<file path="config.mk">
export PLATFORM = sky130hd
export DESIGN_NAME = axim_rd_arbiter
export DESIGN_NICKNAME = d
export VERILOG_FILES = /design/src/rtl/axim_rd_arbiter.sv
export SDC_FILE = /design/constraint.sdc
export NUM_CORES = 1
export LEC_CHECK = 0
export ABC_CLOCK_PERIOD_IN_PS = 3000
export CORE_AREA = 5 5 207 209
export DETAILED_ROUTE_END_ITERATION = 10
export DIE_AREA = 0 0 212 214
export DONT_BUFFER_PORTS = 1
export GPL_TIMING_DRIVEN = 0
export SETUP_SLACK_MARGIN = 0.4
export SYNTH_ARGS = -nofsm -noshare
export SYNTH_HDL_FRONTEND = slang
export SYNTH_SLANG_ARGS = --single-unit
</file>
<file path="constraint.sdc">
create_clock -name I_clk -period 3 [get_ports I_clk]
set_clock_uncertainty 0.05 [all_clocks]
set_input_delay 0.15 -clock I_clk [delete_from_list [all_inputs] [get_ports I_clk]]
set_output_delay 0.15 -clock I_clk [all_outputs]
set_load 0.01 [all_outputs]
</file>
<file path="src/rtl/axim_rd_arbiter.sv">
// ---------------------------------------------------------------------------
// axim_rd_arbiter
//
// Shares one AXI master read port between C_REQ_NUM loader slots
// (slot 0 = bias, 1 = weight, 2 = ifm). One AR request is granted at a time;
// its burst goes out on the master AR channel, and its R beats are steered
// back to the owning slot until the last beat. Only one burst is ever
// outstanding.
//
// Build option:
//   CNNA_RDARB_FIXPRI_EN  defined   -> fixed priority, lowest slot index wins
//                         undefined -> round-robin starting at rr_ptr (default)
//
// Ports:
//   I_clk, I_rst        clock, synchronous active-high reset
//   I_req_arvalid/araddr/arlen, O_req_arready   per-slot AR channel
//   I_req_rready, O_req_rvalid, O_req_rdata     per-slot R channel (rdata shared)
//   O_maxi_ar*, I_maxi_arready                  master AR channel
//   O_maxi_rready, I_maxi_rvalid, I_maxi_rdata  master R channel
//   O_grant             one-hot owner, 0 when idle
//   O_busy              high while a burst is in address or data phase
//
// Handshake semantics: a transfer happens on a rising edge where valid and
// ready are both high. O_maxi_arvalid, once raised, stays high with stable
// address/length until I_maxi_arready. Per-slot ready/valid outputs are
// combinational and only ever non-zero for the current owner.
// ---------------------------------------------------------------------------
module axim_rd_arbiter #(
  parameter int C_REQ_NUM          = 3,
  parameter int C_M_AXI_LEN_WIDTH  = 32,
  parameter int C_M_AXI_ADDR_WIDTH = 32,
  parameter int C_M_AXI_DATA_WIDTH = 128
) (
  input  logic                                      I_clk,
  input  logic                                      I_rst,
  input  logic [C_REQ_NUM-1:0]                      I_req_arvalid,
  input  logic [C_REQ_NUM*C_M_AXI_ADDR_WIDTH-1:0]   I_req_araddr,
  input  logic [C_REQ_NUM*C_M_AXI_LEN_WIDTH-1:0]    I_req_arlen,
  output logic [C_REQ_NUM-1:0]                      O_req_arready,
  input  logic [C_REQ_NUM-1:0]                      I_req_rready,
  output logic [C_REQ_NUM-1:0]                      O_req_rvalid,
  output logic [C_M_AXI_DATA_WIDTH-1:0]             O_req_rdata,
  output logic                                      O_maxi_arvalid,
  input  logic                                      I_maxi_arready,
  output logic [C_M_AXI_ADDR_WIDTH-1:0]             O_maxi_araddr,
  output logic [C_M_AXI_LEN_WIDTH-1:0]              O_maxi_arlen,
  output logic                                      O_maxi_rready,
  input  logic                                      I_maxi_rvalid,
  input  logic [C_M_AXI_DATA_WIDTH-1:0]             I_maxi_rdata,
  output logic [C_REQ_NUM-1:0]                      O_grant,
  output logic                                      O_busy
);

  localparam int AW    = C_M_AXI_ADDR_WIDTH;
  localparam int LW    = C_M_AXI_LEN_WIDTH;
  localparam int IDX_W = (C_REQ_NUM > 1) ? $clog2(C_REQ_NUM) : 1;

  typedef enum logic [1:0] {
    S_IDLE = 2'd0,
    S_ADDR = 2'd1,
    S_DATA = 2'd2
  } state_t;

  state_t           state_q, state_d;
  logic [IDX_W-1:0] owner_q;
  logic [IDX_W-1:0] win;
  logic [LW-1:0]    beat_cnt;   // beats remaining after the current one
  logic             any_req;
  logic             r_hs;
  logic             last_beat;

  logic [AW-1:0] req_addr [C_REQ_NUM];
  logic [LW-1:0] req_len  [C_REQ_NUM];

  for (genvar i = 0; i < C_REQ_NUM; i++) begin : g_unpack
    assign req_addr[i] = I_req_araddr[i*AW +: AW];
    assign req_len[i]  = I_req_arlen[i*LW +: LW];
  end

  assign any_req = |I_req_arvalid;

  // -------------------------------------------------------------------------
  // Winner selection
  // -------------------------------------------------------------------------
`ifdef CNNA_RDARB_FIXPRI_EN
  // Descending scan so the lowest requesting index is the last assignment.
  always_comb begin
    win = '0;
    for (int i = C_REQ_NUM - 1; i >= 0; i--) begin
      if (I_req_arvalid[i]) win = IDX_W'(i);
    end
  end
`else
  logic [IDX_W-1:0] rr_ptr;
  logic [IDX_W:0]   rr_cand;
  logic             rr_found;

  // Search starts at rr_ptr and wraps; one extra bit holds the sum before
  // the modulo fold so non-power-of-two slot counts wrap correctly.
  always_comb begin
    win      = '0;
    rr_found = 1'b0;
    rr_cand  = '0;
    for (int k = 0; k < C_REQ_NUM; k++) begin
      rr_cand = {1'b0, rr_ptr} + (IDX_W+1)'(k);
      if (rr_cand >= (IDX_W+1)'(C_REQ_NUM)) rr_cand = rr_cand - (IDX_W+1)'(C_REQ_NUM);
      if (!rr_found && I_req_arvalid[rr_cand[IDX_W-1:0]]) begin
        win      = rr_cand[IDX_W-1:0];
        rr_found = 1'b1;
      end
    end
  end

  // The slot after the one just served gets first look next time.
  always_ff @(posedge I_clk) begin
    if (I_rst) begin
      rr_ptr <= '0;
    end else if (last_beat) begin
      rr_ptr <= (owner_q == IDX_W'(C_REQ_NUM - 1)) ? '0 : owner_q + IDX_W'(1);
    end
  end
`endif

  // -------------------------------------------------------------------------
  // Combinational handshakes (forced low while reset is asserted)
  // -------------------------------------------------------------------------
  assign O_maxi_rready = ~I_rst & (state_q == S_DATA) & I_req_rready[owner_q];
  assign r_hs          = I_maxi_rvalid & O_maxi_rready;
  assign last_beat     = r_hs & (beat_cnt == '0);

  assign O_req_arready = (~I_rst & O_maxi_arvalid & I_maxi_arready) ? O_grant : '0;
  assign O_req_rvalid  = (~I_rst & (state_q == S_DATA) & I_maxi_rvalid) ? O_grant : '0;
  assign O_req_rdata   = I_maxi_rdata;
  assign O_busy        = (state_q != S_IDLE);

  // -------------------------------------------------------------------------
  // FSM
  // -------------------------------------------------------------------------
  always_comb begin
    state_d = state_q;
    case (state_q)
      S_IDLE:  if (any_req)        state_d = S_ADDR;
      S_ADDR:  if (I_maxi_arready) state_d = S_DATA;
      S_DATA:  if (last_beat)      state_d = S_IDLE;
      default:                     state_d = S_IDLE;
    endcase
  end

  always_ff @(posedge I_clk) begin
    if (I_rst) begin
      state_q        <= S_IDLE;
      owner_q        <= '0;
      beat_cnt       <= '0;
      O_grant        <= '0;
      O_maxi_arvalid <= 1'b0;
      O_maxi_araddr  <= '0;
      O_maxi_arlen   <= '0;
    end else begin
      state_q <= state_d;
      case (state_q)
        S_IDLE: begin
          if (any_req) begin
            owner_q        <= win;
            O_grant        <= {{(C_REQ_NUM-1){1'b0}}, 1'b1} << win;
            O_maxi_araddr  <= req_addr[win];
            O_maxi_arlen   <= req_len[win];
            O_maxi_arvalid <= 1'b1;
          end
        end
        S_ADDR: begin
          if (I_maxi_arready) begin
            O_maxi_arvalid <= 1'b0;
            beat_cnt       <= O_maxi_arlen;
          end
        end
        S_DATA: begin
          if (r_hs) begin
            // Counter stops at zero; the last beat releases the grant.
            if (beat_cnt == '0) O_grant  <= '0;
            else                beat_cnt <= beat_cnt - LW'(1);
          end
        end
        default: ;
      endcase
    end
  end

endmodule

</file>
==> results of run 1 <==
## worst min-delay path, cell delays in order
cell and delay, ps:
a221o_1 110, a21oi_1 40, nor3_1 140
## through the flow
stage	worst slack, ps	setup TNS [ps]	cell area, um2	std cells	hold WS [ps]
floorplan	569	0	6690	869	303
global placement	-496	-16450	7350	1401	308
detailed placement	-531	-22120	7350	1401	314
CTS	400	0	8560	1497	22.3
global route	347	0	8730	1506	66.3
finish	470	0	8730	1506	64.9
## cells in the mapped netlist (2+ instances only)
library cell,n,area [um2]
or4_1,4,30.0
clkbuf_1,51,191
mux2i_1,3,30.0
buf_4,128,961
a22o_1,5,43.8
inv_1,8,30.0
or2_2,4,25.0
o21ai_2,10,87.6
o41ai_1,8,70.1
dfxtp_1,106,2120
o21ai_1,14,70.1
buf_2,3,15.0
o31ai_1,5,37.5
or3_1,4,25.0
nor2_1,103,387
nand2b_1,7,43.8
a21oi_1,108,541
buf_6,3,33.8
nand3b_1,4,30.0
ha_1,3,37.5
a21oi_2,10,87.6
o21a_1,3,22.5
buf_1,7,26.3
nand2_1,65,244
nor4_1,8,50.1
nor2b_1,3,18.8
a221o_1,64,641
nor3_1,74,370
a211oi_1,2,15.0
and2_1,6,37.5
nand4_1,3,18.8
nand3_1,7,35.0
o21ai_0,12,60.1
## registers in the layout, indices dropped and copies added, names as in the netlist
name,cells
O_maxi_araddr,32
O_maxi_arlen,32
beat_cnt,32
O_grant,3
owner_q,2
rr_ptr,2
state_q,2
O_maxi_arvalid,1
## power groups by stage
stage | Sequential [mW] | Clock [mW] | Combinational [mW]
6_report | 1.83 | 1.25 | 1.64
5_1_grt | 1.85 | 1.33 | 1.77
4_1_cts | 1.84 | 1.29 | 1.56
3_5_place_dp | 1.87 | 0 | 1.38
3_3_place_gp | 1.87 | 0 | 1.37
2_1_floorplan | 1.75 | 0 | 1.05
## cell type report
type	instances	area, um2
antenna	3	7.51
buffer	193	1340
clock buffer	11	253
clock inverter	5	46.3
fill	4426	31900
inverter	8	30.0
multi-input combinational	562	3410
sequential	106	2130
tap	532	666
timing repair buffer	86	838
## path summary, 6_finish.rpt
| kind | start | endpoint | slack, ps |
|---|---|---|---|
| worst max-delay path | state_q[1] | O_maxi_araddr[16] | 470 |
| worst min-delay path | I_req_araddr[51] | O_maxi_araddr[19] | 60 |
| worst max register to register | state_q[1] | O_maxi_araddr[16] | 470 |
| worst min register to register | beat_cnt[25] | beat_cnt[25] | 430 |
## routing by layer
layer,track usage (%),wire length (um)
met1,15.4,12200
met2,23.6,16700
met3,3.61,3130
met4,6.18,1260
met5,0,47
## what timing repair did
item / 4_1_cts / 5_1_grt
pin swaps: 11 / 6
buffers inserted: 15 / 4
endpoints found under the setup margin: 106 / 94
hold endpoints to repair: 64 / 2
resized for setup: 48 / 51
gates cloned: 1 / 0
hold buffers: 64 / 2
## cell families after synthesis
logic type,Yosys count
buf+inv,201
mux,3
simple gates,300
xor+xnor,1
compound gates,254
fa+ha+maj,4
flops,106
==> run_results.csv, run 1 <==
group,metric,value,unit
detailed_routing,first_iter_violations,443,
worst_setup_path,cp-end-kind,"flip-flop",
status,status,"finished clean",
floorplan,dieWidth,212,um
pwr,power.total,4.72,mW
yosys,synth_xor_area_share,0.131,%
global_routing,grt_pass1_wl,46400,um
clock_network,cts_buffer_depth,2,
worst_setup_path,crit_path_max_incr_delay,410,ps
worst_setup_path,path_delay_family,"simple AND/OR/NAND/NOR gates",
floorplan,dieArea,45400,um2
worst_setup_path,rr_worst_depth,7,
global_routing,grt_usage,13.5,%
layout,nets,1299,
yosys,synth.area.mux_share,0.449,%
sta,min_period,2530,ps
sta,worstMarginPinSlew,780,ps
layout,final_common_cell,"buf_4",
sta,max_slew_margin,47.5,%
worst_setup_path,crit_path_start_kind,"flip-flop",
layout,drive_gt1_share,26.2,%
yosys,synth_fp_nets,1202,
yosys,synth_compound_area_share,26.9,%
detailed_routing,wl_per_cell,22.2,um
yosys,synth_edf_count,0,
yosys,syn_inst,869,
yosys,yosysUniqueCellTypes,57,
detailed_routing,first_pass_iters,5,
pwr,ir_worst_vdd,0.253,mV
yosys,yosys_most_used_dff,"dfxtp_1",
clock_network,cts_tree,"yes",
global_routing,grt_overflow_total,0,
yosys,synth_fa_ha_area_share,0.711,%
worst_setup_path,crit_type,"reg2reg",
worst_setup_path,arrival,2720,ps
pwr,power_frac_clock,26.5,%
yosys,mappedNetlistArea,6690,um2
worst_setup_path,critPathMaxFanout,10,
sta,fmax,395,MHz
clock_network,clkLatencyLatePin,370,ps
worst_setup_path,critPathRequiredTime,3190,ps
pwr,seqPwrFrac,38.7,%
sta,slew_viol_final,0,
yosys,seq_area_frac_synth,31.7,%
pwr,power_density,541,nW/um2
yosys,ys_warn_count,0,
floorplan,boundaryPins,534,
yosys,synthSimpleGateAreaFrac,21.0,%
clock_network,ctsHtreeMaxLevel,3,
clock_network,clkSinkCount,106,
floorplan,core,40600,um2
min_path,holdCritPathClass,"in2reg",
detailed_routing,avgViaCountPerCell,4.73,
yosys,ys_seq_elements,106,
placement,gp_congestion,0.907,
pwr,power.internal,2.90,mW
sta,final_hold_viol_count,0,
pwr,swShare,38.6,%
detailed_routing,wirelength,33400,um
floorplan,die_h,214,um
clock_network,path_clk_slew,90,ps
pwr,p_comb_share,34.8,%
yosys,synth_top_family_by_area,"compound AO/OA/AOI/OAI gates",
yosys,synth-async-reset-ratio,0,%
worst_setup_path,cp.buffers_inverters,2,
run,drv_cap,0,
pwr,p_leak,3.37,nW
detailed_routing,ant_nets,0,
sta,setup_viol,0,
clock_network,cts_buffers,9,
pwr,power_switching,1.82,mW
sta,fin_crit_sh,84.3,%
worst_setup_path,cp_num_cells,7,
detailed_routing,drc,0,
worst_setup_path,crit_path_top_delay_cell,"a221o_1",
global_routing,grt_pass1_vias,7127,
layout,layout_common_cells,"148 x buf_4, 102 x nor2_1, 100 x dfxtp_1, 100 x a21oi_1, 73 x nor3_1",
worst_setup_path,path_cells,"or2_2, or2_2, clkbuf_1, clkbuf_1, a221o_1, a21oi_1, nor3_1",
placement,dp_hpwl,26400,um
detailed_routing,num_vias,7128,
sta,rsz0062_at_grt,"true",
yosys,syn_avg_cell_area,7.69,um2
global_routing,grt_max_degree,19,
placement,port_buffers,0,
clock_network,cts_root_buffer,"clkbuf_16",
global_routing,antenna_found_initial,7,
min_path,min_path_cells,3,
layout,final_core_util,21.5,%
floorplan,rows,74,
floorplan,start_util,16.4,%
layout,area_delta_synth_final,30.5,%
(Power assumes the default switching activity.)
==> run 2, diff against run 1 <==
--- a/config.mk
+++ b/config.mk
@@ -5,10 +5,11 @@
 export SDC_FILE = /design/constraint.sdc
 export NUM_CORES = 1
 export LEC_CHECK = 0
-export ABC_CLOCK_PERIOD_IN_PS = 3000
-export CORE_AREA = 5 5 207 209
+export ABC_AREA = 1
+export ABC_CLOCK_PERIOD_IN_PS = 2280
+export CORE_AREA = 5 5 205 207
 export DETAILED_ROUTE_END_ITERATION = 10
-export DIE_AREA = 0 0 212 214
+export DIE_AREA = 0 0 210 212
 export DONT_BUFFER_PORTS = 1
 export GPL_TIMING_DRIVEN = 0
 export SETUP_SLACK_MARGIN = 0.4
==> constraint.sdc (replaced) <==
create_clock -name I_clk -period 2.28 [get_ports I_clk]
set_clock_uncertainty 0.05 [all_clocks]
set_input_delay 0.114 -clock I_clk [delete_from_list [all_inputs] [get_ports I_clk]]
set_output_delay 0.114 -clock I_clk [all_outputs]
set_load 0.01 [all_outputs]
==> run 2 against run 1 <==
Sequential power grew 37%. Critical path depth grew 8. Sequential share of layout area shrank 6.3 points. Via count grew 34%. Synthesized area grew 17%. Hold slack lost 47 ps. Global-route usage grew 3.2 points. Combinational power grew 96%. First-iteration DRC count grew 49%. Design area grew 35%. Non-clock buffer count grew 123. Routed wire length grew 24%. Largest cell class unchanged.
==> run_results.csv, run 2 <==
group,metric,value,unit
pwr,p_leak,5.43,nW
layout,drive_gt1_share,23.4,%
pwr,seqPwrFrac,33.2,%
clock_network,clkSinkCount,106,
detailed_routing,num_vias,9528,
detailed_routing,drc,0,
worst_setup_path,crit_start,"rr_ptr[0]",
pwr,p_comb_share,42.7,%
worst_setup_path,cp-end-kind,"flip-flop",
floorplan,core,40200,um2
pwr,power.total,7.55,mW
clock_network,cts_buffer_depth,2,
sta,fmax,477,MHz
floorplan,dieArea,44500,um2
pwr,power.internal,4.51,mW
worst_setup_path,crit_path_start_kind,"flip-flop",
layout,nets,1858,
yosys,post-synth-top-area-fraction,27.2,%
detailed_routing,first_pass_iters,7,
yosys,yosys.area.top_type,"dfxtp_1",
worst_setup_path,rrSetupSlack,180,ps
floorplan,rows,74,
worst_setup_path,critPathMaxFanout,10,
detailed_routing,ant_nets,0,
yosys,yosysUniqueCellTypes,33,
sta,final_hold_viol_count,0,
yosys,mappedNetlistArea,7800,um2
clock_network,cts_buffers,9,
layout,layout_common_cells,"300 x nand2_1, 186 x nor2_1, 173 x dlygate4sd3_1, 150 x buf_4, 107 x inv_1",
pwr,power_density,641,nW/um2
detailed_routing,first_iter_violations,660,
detailed_routing,wirelength,41400,um
yosys,yosysMostFrequentCell,"nand2_1",
yosys,ys_warn_count,0,
floorplan,die_h,212,um
yosys,synthSimpleGateAreaFrac,36.4,%
pwr,power_frac_clock,24.1,%
clock_network,clkLatencyLatePin,370,ps
yosys,synth_common_cells,"318 x nand2_1, 219 x nor2_1, 141 x buf_4",
yosys,synth_compound_area_share,12.3,%
worst_setup_path,crit_type,"reg2reg",
pwr,swShare,40.3,%
yosys,synth_xor_area_share,0.786,%
clock_network,cts_tree,"yes",
global_routing,grt_usage,16.7,%
sta,rsz0062_at_grt,"true",
placement,gp_congestion,0.961,
pwr,power_switching,3.04,mW
sta,fin_tns_setup,0,ps
sta,setup_viol,0,
placement,dp_hpwl,30400,um
sta,max_slew_margin,51.4,%
run,drv_cap,0,
worst_setup_path,r2r_end,"O_maxi_arlen[11]",
worst_setup_path,r2r_start,"rr_ptr[0]",
yosys,yosys_most_used_dff,"dfxtp_1",
worst_setup_path,rr_worst_depth,15,
pwr,ir_worst_vdd,0.442,mV
floorplan,dieWidth,210,um
sta,fin_crit_sh,92.0,%
yosys,synth-async-reset-ratio,0,%
clock_network,cts_root_buffer,"clkbuf_16",
yosys,syn_inst,1304,
layout,area_delta_synth_final,50.9,%
sta,setup_ws,183,ps
yosys,synth_fp_nets,1637,
global_routing,grt_max_degree,16,
yosys,synth_top_family_by_area,"simple AND/OR/NAND/NOR gates",
detailed_routing,wl_per_cell,20.1,um
worst_setup_path,arrival,2310,ps
yosys,seq_area_frac_synth,27.2,%
floorplan,boundaryPins,534,
placement,preCtsSetupSlack,-555,ps
yosys,ys_seq_elements,106,
placement,port_buffers,0,
global_routing,grt_pass1_wl,56600,um
min_path,holdCritPathClass,"in2reg",
yosys,synth_edf_count,0,
global_routing,grt_pass1_vias,9385,
clock_network,ctsHtreeMaxLevel,3,
global_routing,antenna_found_initial,2,
detailed_routing,avgViaCountPerCell,4.62,
yosys,synth_fa_ha_area_share,0.481,%
worst_setup_path,critPathRequiredTime,2500,ps
yosys,syn_avg_cell_area,5.98,um2
floorplan,start_util,19.4,%
sta,min_period,2100,ps
worst_setup_path,crit_end,"O_maxi_arlen[11]",
global_routing,grt_overflow_total,0,
status,status,"finished clean",
layout,reg.largest.list,"O_maxi_araddr x32, O_maxi_arlen x32, beat_cnt x32",
yosys,synth.area.mux_share,0,%
sta,slew_viol_final,0,
clock_network,path_clk_slew,70,ps
sta,worstMarginPinSlew,730,ps
yosys,synth_area_leaders,"dfxtp_1 27%, nand2_1 15%, buf_4 14%, nor2_1 11%, nand3_1 8.1%",
layout,final_common_cell,"nand2_1",
-- run 2: changes by cell type after synthesis, moves of 21 or more --
cell | before | now
nand3_1 | 7 | 126
clkbuf_1 | 51 | 30
nor2_1 | 103 | 219
a21oi_1 | 108 | 56
o21ai_0 | 12 | 109
nand2_1 | 65 | 318
a221o_1 | 64 | 0
inv_1 | 8 | 114
nor3_1 | 74 | 2
-- run 2: worst min-delay path by stage --
stage / startpoint / endpoint / slack (ps) / depth (start not counted)
2_1_floorplan: I_maxi_arready / state_q[1] / 230 / 2
3_3_place_gp: I_maxi_arready / state_q[1] / 250 / 2
3_5_place_dp: I_maxi_arready / state_q[1] / 260 / 2
4_1_cts: I_req_arlen[85] / O_maxi_arlen[21] / 0.7 / 4
5_1_grt: I_req_arlen[22] / O_maxi_arlen[22] / 20 / 4
6_report: I_req_arlen[57] / O_maxi_arlen[25] / 20 / 4
-- run 2: per-layer routing --
metal  vias up  share of wire, %  global-route usage (%)
met5         -                 0                       0
met4         0               4.8                    8.51
met3       130               7.2                    3.22
met2       557                51                    30.3
met1      4391                37                    18.7
li1       4450                 -                       -
-- run 2: logic make-up after synthesis --
group                    count (synthesis)
AND/OR/NAND/NOR                        691
buffers and inverters                  313
AO/OA/AOI/OAI                          184
flip-flops                             106
XOR/XNOR                                 7
adder cells (fa/ha/maj)                  3
-- run 2: area by class of cell --
class                   instances  area [um2]
clock inverters                 3        90.1
inverters                     120         464
fillers                      4280       28400
well taps                     532         666
clock buffers                  11         233
multi-input cells             886        4420
plain buffers                 193        1540
diodes                          4        10.0
repair buffers                209        2210
flip-flops and latches        106        2140
-- run 2: power by group through the flow --
stage          sequential (mW)  combinational, mW  clock, mW
6_report                  2.51               3.22       1.82
5_1_grt                   2.55               3.53       1.92
4_1_cts                   2.51               2.91       1.86
3_5_place_dp              2.55               2.43          0
3_3_place_gp              2.54               2.42          0
2_1_floorplan             2.36               1.80          0
-- run 2: worst max-delay path, stage by stage, from the launching register on --
cell and delay (ps):
dfxtp_2 340, inv_2 50, ha_4 300, inv_4 50, nand2_2 60, nand3_2 60, nand2_2 90, nand4_1 100
buf_6 150, nand2_8 100, clkinvlp_4 140, buf_6 170, nand2_1 90, nand3_1 110, nand2_1 70, inv_1 30
-- run 2: through the flow --
stage	cell area, um2	std cells	util, %	hold WS (ps)
6_report	11800	2064	29.3	18.2
2_1_floorplan	7810	1304	-	233
5_1_grt	11800	2062	29.3	23.7
3_5_place_dp	8480	1836	21.1	259
4_1_cts	11200	2039	27.8	0.721
3_3_place_gp	8480	1836	21.1	250
-- run 2: timing repair --
item                       CTS  global route
setup endpoints to repair  107           104
buffers inserted            15            14
cloned                       2             6
pin swaps                   34            54
gates resized for setup    130           110
hold buffers               172             1
hold endpoints to repair    67             1
